<file path="src/rtl/reg_file_pkg.sv">
// Shared widths and helpers for the register file and its read ports.
package reg_file_pkg;

  // Mirrors the shared bus widths: 32-bit data, 5-bit register address.
  localparam int DATA_BUS     = 32;
  localparam int REG_ADDR_BUS = 5;
  localparam int NUM_REGS     = 1 << REG_ADDR_BUS;
  localparam int COUNT_W      = 32;

  // A write only lands when it is requested and does not target r0.
  function automatic logic is_effective_write(input logic en,
                                              input logic [REG_ADDR_BUS-1:0] addr);
    return en && (addr != '0);
  endfunction

endpackage

</file>
<file path="src/rtl/reg_read_port.sv">
// One combinational register-file read port: enable gating, r0 forced to
// zero, and same-cycle bypass of an in-flight effective write.
module reg_read_port
  import reg_file_pkg::*;
(
  input  logic                    rst,
  input  logic                    en,
  input  logic [REG_ADDR_BUS-1:0] addr,
  input  logic [DATA_BUS-1:0]     stored,
  input  logic                    write_hit,
  input  logic [REG_ADDR_BUS-1:0] write_addr,
  input  logic [DATA_BUS-1:0]     write_data,
  output logic [DATA_BUS-1:0]     data
);

  logic bypass;

  // write_hit already excludes r0, so the bypass can never expose r0 data.
  assign bypass = write_hit && (addr == write_addr);

  // Priority: reset and disabled port read zero, then r0, then bypass, then storage.
  always_comb begin
    data = '0;
    if (rst && en && (addr != '0)) begin
      if (bypass) begin
        data = write_data;
      end else begin
        data = stored;
      end
    end
  end

endmodule

</file>
<file path="src/rtl/reg_file.sv">
// 32 x 32-bit register file with two bypassed read ports, an unbypassed
// debug read port and a count of effective writes.
module reg_file
  import reg_file_pkg::*;
(
  input  logic                    clk,
  input  logic                    rst,
  input  logic                    write_en,
  input  logic [REG_ADDR_BUS-1:0] write_addr,
  input  logic [DATA_BUS-1:0]     write_data,
  input  logic                    read_en_1,
  input  logic [REG_ADDR_BUS-1:0] read_addr_1,
  output logic [DATA_BUS-1:0]     read_data_1,
  input  logic                    read_en_2,
  input  logic [REG_ADDR_BUS-1:0] read_addr_2,
  output logic [DATA_BUS-1:0]     read_data_2,
  input  logic [REG_ADDR_BUS-1:0] debug_addr,
  output logic [DATA_BUS-1:0]     debug_data,
  output logic [COUNT_W-1:0]      write_count
);

  logic [DATA_BUS-1:0] regs [NUM_REGS];
  logic                write_hit;

  assign write_hit = is_effective_write(write_en, write_addr);

  // Storage: cleared asynchronously; r0 is never written so it stays zero.
  always_ff @(posedge clk or negedge rst) begin
    if (!rst) begin
      for (int i = 0; i < NUM_REGS; i++) begin
        regs[i] <= '0;
      end
    end else if (write_hit) begin
      regs[write_addr] <= write_data;
    end
  end

  // Effective-write counter, wraps naturally at the top of its range.
  always_ff @(posedge clk or negedge rst) begin
    if (!rst) begin
      write_count <= '0;
    end else if (write_hit) begin
      write_count <= write_count + 1'b1;
    end
  end

  // Debug view shows committed storage only, never the in-flight write.
  assign debug_data = (rst && (debug_addr != '0)) ? regs[debug_addr] : '0;

  reg_read_port read_port_1 (
    .rst        (rst),
    .en         (read_en_1),
    .addr       (read_addr_1),
    .stored     (regs[read_addr_1]),
    .write_hit  (write_hit),
    .write_addr (write_addr),
    .write_data (write_data),
    .data       (read_data_1)
  );

  reg_read_port read_port_2 (
    .rst        (rst),
    .en         (read_en_2),
    .addr       (read_addr_2),
    .stored     (regs[read_addr_2]),
    .write_hit  (write_hit),
    .write_addr (write_addr),
    .write_data (write_data),
    .data       (read_data_2)
  );

endmodule

</file>
<file path="config.mk">
export PLATFORM = sky130hd
export DESIGN_NAME = reg_file
export DESIGN_NICKNAME = d
export VERILOG_FILES = /design/src/rtl/reg_file_pkg.sv /design/src/rtl/reg_read_port.sv /design/src/rtl/reg_file.sv
export SDC_FILE = /design/constraint.sdc
export NUM_CORES = 2
export LEC_CHECK = 0
export BUFFER_PORTS_ARGS = -buffer_cell sky130_fd_sc_hd__buf_2
export CAP_MARGIN = 30
export CELL_PAD_IN_SITES_DETAIL_PLACEMENT = 1
export CELL_PAD_IN_SITES_GLOBAL_PLACEMENT = 2
export CORE_UTILIZATION = 40
export DETAILED_ROUTE_END_ITERATION = 7
export HOLD_SLACK_MARGIN = 0.05
export MAX_ROUTING_LAYER = met4
export PLACE_DENSITY = 0.81
export SLEW_MARGIN = 20
export SYNTH_ARGS = -nofsm -noshare
export SYNTH_HDL_FRONTEND = slang
export SYNTH_SLANG_ARGS = --single-unit
</file>
<file path="constraint.sdc">
create_clock -name clk -period 3.9 [get_ports clk]
set_clock_uncertainty 0.15 [all_clocks]
set_input_delay 0.78 -clock clk [delete_from_list [all_inputs] [get_ports clk]]
set_output_delay 0.78 -clock clk [all_outputs]
set_load 0.01 [all_outputs]
</file>
==> reports/metrics.cfg <==
[cts]
clk_pin_slew_worst_paths_ps = 60
ctsHoldBuffers = 0
clock-sinks = 1056
clkLatencyLatePin_ps = 770
cts_tree = done
clockRootBuffer = clkbuf_16
htree_levels = 3
cts_buffers = 118
cts_max_path_buffers = 3

[floorplanning]
ios = 185
die_area_um2 = 161000
start_util = 0.402
core-area_um2 = 158000
fp-row-count = 146
die_h_um = 401
die_w_um = 401

[flow_run]
maxCapViolCount = 0

[logic_synthesis]
syn_area_um2 = 63600
netlist_instances = 4108
synth_top_area_frac = 0.415
ys_ff_latch = 1056
syn-num-nets = 4166
seq_area_frac_synth = 0.415
synth_area_leaders = dfrtp_1 42%, mux4_2 29%, mux2_2 18%
ys_top_cells_by_count = 1,056 x dfrtp_1, 1,002 x mux2_2, 833 x mux4_2
ys.flop_type = dfrtp_1
avgSynthCellArea_um2 = 15.5
async_flop_share = 1.00
ys_warn_count = 0
synth_most_common_cell = dfrtp_1
synth_edf_count = 0
synth_area_leader_cell = dfrtp_1
synth.distinct_cells = 51

[placement]
place_ws_ps = -363
gp_congestion = 0.865
dp_hpwl_um = 150000
placed_cells = 6262
port_buffers = 184

[critical_path]
max_stage_delay_ps = 390
cp.required_ps = 2970
crit_path_end_kind = output pin
crit_fanout = 12
crit_path_cell_trace = buf_8 > buf_12 > or2_0 > o311a_1 > o211ai_1 > buf_4 > a211oi_1 > a211o_1 > buf_2
startpoint_type = input pin
critPathKind = in -> out
crit_slowest_cell = o311a_1
critPathBufInv = 4
cp.arrival_ps = 2950
crit_family = compound AO/OA/AOI/OAI gates

[timing]
drv_slew = 0
fin_ws_ps = 23.0
worstMarginPinSlew_ps = 970
fmax_mhz = 258
whs_ps = 36.6
grt_setup_unrepaired = true
relSlewSlack = 0.353
fin_crit_sh = 0.994
finalSetupViolCount = 0
period_needed_ps = 3880
finalHoldViolCount = 0

[grt]
grt_overflow_total = 0
antenna_found_initial = 10
grt_first_pass_wirelength_um = 351000
grt_pass1_vias = 47200
track_usage = 0.309
grt_max_degree = 131

[detailed_routing]
drc = 0
first_pass_iters = 5
drt_iter0_drc = 5157
wl_um = 240000
drt.antenna.violating_nets = 0
dr_total_vias = 44700
wl_per_cell_um = 36.9
vias_per_cell = 6.87

[status]
status = complete, no violations

[power_and_ir_drop]
p_per_area_nw_per_um2 = 484
ir_drop_v = 0.000370
power.leakage_nw = 31.3

[final_layout]
layoutNonFillerInstCount = 6508
finalNetCount = 4386
final_core_util = 0.471
areaGrowthSynthToFinish_pct = 17.2
drive_gt1_frac = 0.613

[worst_hold_path]
min_path_type = in -> async

area by class of cell:
type	count	area, um^2
well taps	2072	2590
clock buffers	163	3410
diodes	6	15.0
multi-input cells	2516	35300
repair buffers	598	5910
flip-flops and latches	1056	26400
clock inverters	59	723
fillers	15100	83600
inverters	38	143
state kept, by name (all words and copies together) (netlist names):
| signal | count |
|---|---|
| regs | 1024 |
| write_count | 32 |
worst paths after layout:
check / startpoint / to / slack [ps] / cells past startpoint
min: rst / regs[879]$_DFFE_PN0P_ / 40 / 2
max: read_addr_1[0] / read_data_1[6] / 20 / 9
max reg2reg: write_count[0]$_DFFE_PN0P_ / write_count[16]$_DFFE_PN0P_ / 1600 / 6
min in group clk: write_data[20] / regs[980]$_DFFE_PN0P_ / 250 / 2
min reg2reg: regs[997]$_DFFE_PN0P_ / regs[997]$_DFFE_PN0P_ / 270 / 0
max in group asynchronous: rst / write_count[31]$_DFFE_PN0P_ / 1630 / 4
placed cells by master (no fill, tap or decap), types with 18 or more instances in the layout:
cell	synthesis	layout
dfrtp_1	1056	1056
mux2_2	1002	1002
mux4_2	833	833
buf_4	19	270
buf_2	168	174
buf_12	0	133
clkbuf_16	0	120
a22o_1	74	73
mux2i_1	72	72
o22ai_1	54	54
nand3_1	50	50
a211oi_1	48	47
nand2_1	64	47
inv_1	38	38
o21ai_1	34	36
xnor2_1	36	36
a221oi_1	46	33
a21oi_1	31	31
clkbuf_8	0	27
clkinv_2	0	23
o221ai_1	23	19
a22oi_1	18	18
timing repair:
item,4_1_cts,5_1_grt
gates cloned,0,1
resized for setup,23,20
pin swaps,4,8
buffers inserted,6,10
endpoints found under the setup margin,34,27
through the flow:
stage	power, W	cell area (um^2)	TNS, ps
6_report	0.0361	74600	0
5_1_grt	0.0373	74600	-26.7
4_1_cts	0.0360	74300	0
3_5_place_dp	0.0239	70000	-2810
3_3_place_gp	0.0234	69900	-12570
2_1_floorplan	0.0208	63600	0
routing by layer:
layer / GRT usage / share of wire
met2: 0.457 / 0.46
met1: 0.403 / 0.39
met5: - / 0
met4: 0.144 / 0.052
met3: 0.0769 / 0.098
cell families after synthesis:
group           after synthesis  synth area share
buf+inv                     536            0.0373
xor+xnor                     41           0.00564
compound gates              361            0.0423
simple gates                206            0.0159
mux                        1907             0.483
flops                      1056             0.415
fa+ha+maj                     1          0.000197
where the power goes:
group,total (W),internal [W],switching (W)
Combinational,0.00890,0.00540,0.00350
Sequential,0.0152,0.0130,0.00215
Clock,0.0120,0.00692,0.00507
No activity file was read; power rests on OpenSTA's default activity.
